$ cat src/rtl/mem_access_if.sv
// Word-wide data bus between the MEM stage and the memory.
// The master issues requests; the slave returns ack and read data.
interface mem_access_if;
    logic        mem_req;
    logic        mem_we;
    logic [31:0] mem_addr;
    logic [31:0] mem_wdata;
    logic [3:0]  mem_be;
    logic        mem_ack;
    logic [31:0] mem_rdata;

    modport master (
        output mem_req, mem_we, mem_addr, mem_wdata, mem_be,
        input  mem_ack, mem_rdata
    );

    modport slave (
        input  mem_req, mem_we, mem_addr, mem_wdata, mem_be,
        output mem_ack, mem_rdata
    );
endinterface

$ cat src/rtl/mem_access.sv
// MEM-stage load/store unit: alignment check, lane steering,
// bus handshake with timeout, and load extension.
module mem_access #(
    parameter int TIMEOUT = 16
) (
    input  logic         clk,
    input  logic         rst,
    input  logic         MemRead,
    input  logic         MemWrite,
    input  logic [1:0]   lbSel,
    input  logic [31:0]  ALUResultM,
    input  logic [31:0]  ReadData2M,
    mem_access_if.master bus,
    output logic         stallM,
    output logic [31:0]  LoadDataM,
    output logic         misalignM,
    output logic         bus_errM
);
    localparam int CW = $clog2(TIMEOUT + 1);

    typedef enum logic [1:0] {IDLE, REQ, DONE} state_e;

    state_e        state_q, state_d;
    logic          req_q, req_d;
    logic          we_q, we_d;
    logic [31:0]   addr_q, addr_d;
    logic [31:0]   wdata_q, wdata_d;
    logic [3:0]    be_q, be_d;
    logic [31:0]   load_q, load_d;
    logic          err_q, err_d;
    logic [CW-1:0] cnt_q, cnt_d;
    logic [1:0]    sel_q, sel_d;
    logic [1:0]    off_q, off_d;

    logic          access;
    logic          aligned;
    logic          timeout;
    logic [31:0]   st_data;
    logic [3:0]    st_be;
    logic [7:0]    ld_byte;
    logic [15:0]   ld_half;
    logic [31:0]   ld_ext;

    always_comb begin
        access  = MemRead | MemWrite;
        timeout = (cnt_q == CW'(TIMEOUT - 1));
        unique case (lbSel)
            2'b00:   aligned = (ALUResultM[1:0] == 2'b00);
            2'b10:   aligned = ~ALUResultM[0];
            default: aligned = 1'b1;
        endcase
    end

    // Store lanes: narrow data is replicated so any lane sees it.
    always_comb begin
        unique case (lbSel)
            2'b00: begin
                st_data = ReadData2M;
                st_be   = 4'b1111;
            end
            2'b10: begin
                st_data = {2{ReadData2M[15:0]}};
                st_be   = ALUResultM[1] ? 4'b1100 : 4'b0011;
            end
            default: begin
                st_data = {4{ReadData2M[7:0]}};
                st_be   = 4'b0001 << ALUResultM[1:0];
            end
        endcase
    end

    always_comb begin
        ld_byte = bus.mem_rdata[8*off_q +: 8];
        ld_half = off_q[1] ? bus.mem_rdata[31:16]
                           : bus.mem_rdata[15:0];
        unique case (sel_q)
            2'b00: ld_ext = bus.mem_rdata;
            2'b01: ld_ext = {{24{ld_byte[7]}}, ld_byte};
            2'b10: ld_ext = {{16{ld_half[15]}}, ld_half};
            2'b11: ld_ext = {24'd0, ld_byte};
        endcase
    end

    always_ff @(posedge clk or negedge rst) begin
        if (!rst) begin
            state_q <= IDLE;
            req_q   <= 1'b0;
            we_q    <= 1'b0;
            addr_q  <= '0;
            wdata_q <= '0;
            be_q    <= '0;
            load_q  <= '0;
            err_q   <= 1'b0;
            cnt_q   <= '0;
            sel_q   <= '0;
            off_q   <= '0;
        end else begin
            state_q <= state_d;
            req_q   <= req_d;
            we_q    <= we_d;
            addr_q  <= addr_d;
            wdata_q <= wdata_d;
            be_q    <= be_d;
            load_q  <= load_d;
            err_q   <= err_d;
            cnt_q   <= cnt_d;
            sel_q   <= sel_d;
            off_q   <= off_d;
        end
    end

    always_comb begin
        state_d = state_q;
        unique case (state_q)
            IDLE:    if (access && aligned) state_d = REQ;
            REQ:     if (bus.mem_ack || timeout) state_d = DONE;
            default: state_d = IDLE;
        endcase
    end

    always_comb begin
        req_d   = req_q;
        we_d    = we_q;
        addr_d  = addr_q;
        wdata_d = wdata_q;
        be_d    = be_q;
        load_d  = load_q;
        err_d   = err_q;
        cnt_d   = cnt_q;
        sel_d   = sel_q;
        off_d   = off_q;
        unique case (state_q)
            IDLE: begin
                if (access && aligned) begin
                    req_d   = 1'b1;
                    we_d    = MemWrite;
                    addr_d  = {ALUResultM[31:2], 2'b00};
                    wdata_d = st_data;
                    be_d    = MemWrite ? st_be : 4'b0000;
                    sel_d   = lbSel;
                    off_d   = ALUResultM[1:0];
                    cnt_d   = '0;
                    err_d   = 1'b0;
                end
            end
            REQ: begin
                if (bus.mem_ack || timeout) begin
                    req_d  = 1'b0;
                    we_d   = 1'b0;
                    be_d   = 4'b0000;
                    err_d  = ~bus.mem_ack;
                    load_d = (bus.mem_ack && !we_q) ? ld_ext : '0;
                end else begin
                    cnt_d = cnt_q + CW'(1);
                end
            end
            default: err_d = 1'b0;
        endcase
    end

    // Gated by rst so a held reset never stalls the pipeline.
    always_comb begin
        stallM    = rst & ((state_q == IDLE && access && aligned)
                          || state_q == REQ);
        misalignM = rst & (state_q == IDLE) & access & ~aligned;
    end

    assign bus.mem_req   = req_q;
    assign bus.mem_we    = we_q;
    assign bus.mem_addr  = addr_q;
    assign bus.mem_wdata = wdata_q;
    assign bus.mem_be    = be_q;
    assign LoadDataM     = load_q;
    assign bus_errM      = err_q;
endmodule

$ cat src/flat_wrapper.sv
// flat-port wrapper written by rule: the top's interface ports become plain ports
module mem_access_flat 
#(
    parameter int TIMEOUT = 16
)
  (clk, rst, MemRead, MemWrite, lbSel, ALUResultM, ReadData2M, stallM, LoadDataM, misalignM, bus_errM, bus_mem_req, bus_mem_we, bus_mem_addr, bus_mem_wdata, bus_mem_be, bus_mem_ack, bus_mem_rdata);
  mem_access_if bus_i ();
  input  logic clk;
  input  logic rst;
  input  logic MemRead;
  input  logic MemWrite;
  input  logic [1:0] lbSel;
  input  logic [31:0] ALUResultM;
  input  logic [31:0] ReadData2M;
  output logic stallM;
  output logic [31:0] LoadDataM;
  output logic misalignM;
  output logic bus_errM;
  output wire logic [$bits(bus_i.mem_req)-1:0] bus_mem_req;
  output wire logic [$bits(bus_i.mem_we)-1:0] bus_mem_we;
  output wire logic [$bits(bus_i.mem_addr)-1:0] bus_mem_addr;
  output wire logic [$bits(bus_i.mem_wdata)-1:0] bus_mem_wdata;
  output wire logic [$bits(bus_i.mem_be)-1:0] bus_mem_be;
  input wire logic [$bits(bus_i.mem_ack)-1:0] bus_mem_ack;
  input wire logic [$bits(bus_i.mem_rdata)-1:0] bus_mem_rdata;
  assign bus_mem_req = bus_i.mem_req;
  assign bus_mem_we = bus_i.mem_we;
  assign bus_mem_addr = bus_i.mem_addr;
  assign bus_mem_wdata = bus_i.mem_wdata;
  assign bus_mem_be = bus_i.mem_be;
  assign bus_i.mem_ack = bus_mem_ack;
  assign bus_i.mem_rdata = bus_mem_rdata;
  mem_access #(.TIMEOUT(TIMEOUT)) u_core (.clk(clk), .rst(rst), .MemRead(MemRead), .MemWrite(MemWrite), .lbSel(lbSel), .ALUResultM(ALUResultM), .ReadData2M(ReadData2M), .bus(bus_i), .stallM(stallM), .LoadDataM(LoadDataM), .misalignM(misalignM), .bus_errM(bus_errM));
endmodule
$ cat config.mk
export PLATFORM = sky130hd
export DESIGN_NAME = mem_access_flat
export DESIGN_NICKNAME = d
export VERILOG_FILES = /design/src/rtl/mem_access_if.sv /design/src/rtl/mem_access.sv /design/src/flat_wrapper.sv
export SDC_FILE = /design/constraint.sdc
export NUM_CORES = 1
export LEC_CHECK = 0
export BUFFER_PORTS_ARGS = -buffer_cell sky130_fd_sc_hd__buf_4
export CORE_MARGIN = 4
export CORE_UTILIZATION = 35
export DETAILED_ROUTE_END_ITERATION = 10
export PLACE_DENSITY = 0.71
export SKIP_CTS_REPAIR_TIMING = 1
export SYNTH_ARGS = -nofsm -noshare
export SYNTH_HDL_FRONTEND = slang
export SYNTH_SLANG_ARGS = --single-unit
$ cat constraint.sdc
create_clock -name clk -period 2.8 [get_ports clk]
set_input_delay 0.14 -clock clk [delete_from_list [all_inputs] [get_ports clk]]
set_output_delay 0.14 -clock clk [all_outputs]
set_load 0.01 [all_outputs]
==> flow_summary.json <==
{
  "leakage_nw": 3.40,
  "netlist_instances": 457,
  "die_x_microns": 130,
  "period_minus_slack_ns": 2.16,
  "end_kind": "output port",
  "avgSynthCellArea_sq_um": 11.4,
  "tightestPinTransition_ns": 0.804,
  "seqPwrFrac": 0.376,
  "track_usage": 0.174,
  "routed_via_density": 5.11,
  "grt_pass1_vias": 4455,
  "cts_buffers": 9,
  "die_h_microns": 130,
  "drive_gt1_frac": 0.464,
  "dp_hpwl_microns": 11200,
  "yosysUniqueCellTypes": 51,
  "cts_sinks": 112,
  "grt_overflow": 0,
  "synth_warnings": 0,
  "hp-class": "in -> reg",
  "nets": 759,
  "seq_area_frac_synth": 0.536,
  "hold_viol": 0,
  "async_reset_ff_frac": 1.00,
  "area_delta_synth_final_pct": 39.0,
  "critPathLaunchType": "register",
  "root_buffer": "clkbuf_16",
  "critical-path-top-delay-family": "simple AND/OR/NAND/NOR gates",
  "clock_skew_ns": 0.00497,
  "synth-edff-count": 0,
  "routedWlPerCell_microns": 17.7,
  "grt_first_pass_wirelength_microns": 23100,
  "maxCapViolCount": 0,
  "dr.pass1.iters": 5,
  "slew_violations": 0,
  "gp_congestion": 0.849,
  "status": "finished clean",
  "syn-cell-area_sq_um": 5230,
  "setup_viol_count_final": 0,
  "fin_util": 0.498,
  "critical_path_class": "reg -> out",
  "cts.path.max_buffers": 2,
  "core-area_sq_um": 14600,
  "powerDensity_nw_per_um2": 1050,
  "critical-path-max-stage-delay_ns": 0.44,
  "ir_worst_vdd_mv": 0.586,
  "period_share": 0.770,
  "p_int_mw": 4.91,
  "path_cells": "nor3_2 > and2_4 > buf_12 > o21a_1 > buf_4",
  "die-area_sq_um": 17000,
  "antenna_found_initial": 0,
  "required_ns": 2.66,
  "fmax_ghz": 0.464,
  "routed_wl_microns": 15000,
  "io_buffers": 205,
  "dr.first_iter.drc_count": 164,
  "start_util": 0.358,
  "critical_path.slowest_cell": "dfrtp_1",
  "diodes": 0,
  "clock_power_share": 0.183,
  "max_slew_margin": 0.462,
  "clk_pin_slew_worst_paths_ns": 0.08,
  "cts_max_level": 3,
  "grt_max_degree": 59,
  "remaining_drc_errors": 0,
  "critPathMaxFanout": 34,
  "synth-main-ff-cell": "dfrtp_1",
  "rsz0062_at_grt": "no",
  "pwr-share-comb": 0.441,
  "std_cell_rows": 44,
  "ant_nets": 0,
  "worstPathArrival_ns": 2.02,
  "ys_seq_elements": 112,
  "tns_ns": 0,
  "p_switching_mw": 2.73,
  "clkLatencyLatePin_ns": 0.35,
  "cts_tree": "yes",
  "vias": 4305,
  "cp_num_buf_inv": 2,
  "num_io_pins": 208,
  "fillers": 1355,
  "p_sw_frac": 0.358
}
## cells by family (layout without fill, tap and decap cells)
family                     Yosys count  count (layout)  share of synthesized area
DFF                                112             112                      0.536
xor gates and xnor gates             2               2                    0.00335
AOI/OAI and AO/OA                  131             131                      0.163
buffers and inverters               46             247                     0.0452
adders and majority gates            2               2                    0.00479
other                                1               2                   0.000717
and+or+nand+nor                     83              83                     0.0775
muxes                               80              80                      0.170
## cell type report
type | instances | area (sq um) | area share
sequential | 112 | 2800 | 0.386
multi-input combinational | 300 | 2200 | 0.303
timing repair buffer | 218 | 1660 | 0.229
tap | 184 | 230 | 0.0317
clock buffer | 10 | 229 | 0.0315
clock inverter | 6 | 92.6 | 0.0127
inverter | 13 | 48.8 | 0.00671
## flip-flops by register name, indices dropped and copies added, names as in the netlist
name and count:
u_core.cnt_q 5, u_core.LoadDataM 32, u_core.bus.mem_we 1, u_core.sel_q 2
u_core.state_q 2, u_core.bus.mem_be 4, u_core.off_q 2, u_core.bus.mem_addr 30
u_core.bus_errM 1, u_core.bus.mem_req 1, u_core.bus.mem_wdata 32
## routing by layer
metal | part of all wire | GRT usage | vias up
met5 | 0 | 0 | -
met4 | 0.015 | 0.0428 | 0
met3 | 0.084 | 0.0679 | 19
met2 | 0.51 | 0.296 | 159
met1 | 0.39 | 0.206 | 2119
li1 | - | - | 2008
## cells in the final DEF, fill, tap and decap left out, drive strengths merged, types with 14 or more instances in the layout
| master | instances |
|---|---|
| nor2 | 16 |
| mux2 | 59 |
| buf | 213 |
| nand2b | 16 |
| a21oi | 34 |
| nand2 | 35 |
| inv | 14 |
| dfrtp | 112 |
| o21ai | 55 |
| mux2i | 20 |
## cells in the mapped netlist (all sizes together) (7+ instances only)
| cell type | n | share of area |
|---|---|---|
| mux2i | 20 | 0.038 |
| o21ai | 55 | 0.059 |
| nor2 | 16 | 0.012 |
| a21oi | 34 | 0.033 |
| dfrtp | 112 | 0.54 |
| a31oi | 8 | 0.0096 |
| buf | 17 | 0.024 |
| a32oi | 7 | 0.012 |
| a221o | 7 | 0.013 |
| inv | 13 | 0.0093 |
| nand2 | 35 | 0.025 |
| clkbuf | 16 | 0.011 |
| nand2b | 16 | 0.019 |
| a22o | 7 | 0.012 |
| mux2 | 59 | 0.13 |
## per-stage QoR
step           total power [mW]  cells  setup slack, ns  hold slack [ns]  area [sq um]
2_1_floorplan              4.69    458            0.809           -0.156          5230
3_3_place_gp               6.19    822            0.811            0.333          6900
3_5_place_dp               6.31    822            0.733            0.347          6900
4_1_cts                    7.73    838            0.614          -0.0391          7220
5_1_grt                    8.16    843            0.511          0.00107          7270
6_report                   7.64    843            0.644           0.0137          7270
## worst paths after layout
| check | startpoint | to | slack [ns] | depth (start not counted) |
|---|---|---|---|---|
| setup / recovery | u_core.state_q[0] | stallM | 0.64 | 5 |
| hold / removal | bus_mem_rdata[2] | u_core.LoadDataM[2] | 0.01 | 2 |
| setup reg to reg | u_core.cnt_q[0] | u_core.cnt_q[0] | 0.72 | 6 |
| hold reg to reg | u_core.LoadDataM[19] | u_core.LoadDataM[19] | 0.49 | 2 |
| max in group asynchronous | rst | u_core.bus.mem_addr[12] | 1.78 | 3 |
| min in group asynchronous | rst | u_core.bus.mem_be[0] | 0.50 | 3 |
## power by group through the flow
stage,registers [mW],clock network [mW],logic (mW)
after floorplan,3.06,0,1.63
after global placement,2.86,0,3.32
after detailed placement,2.90,0,3.41
after CTS,2.88,1.43,3.41
after global routing,2.98,1.52,3.66
final,2.87,1.40,3.37
(Power assumes the default switching activity.)
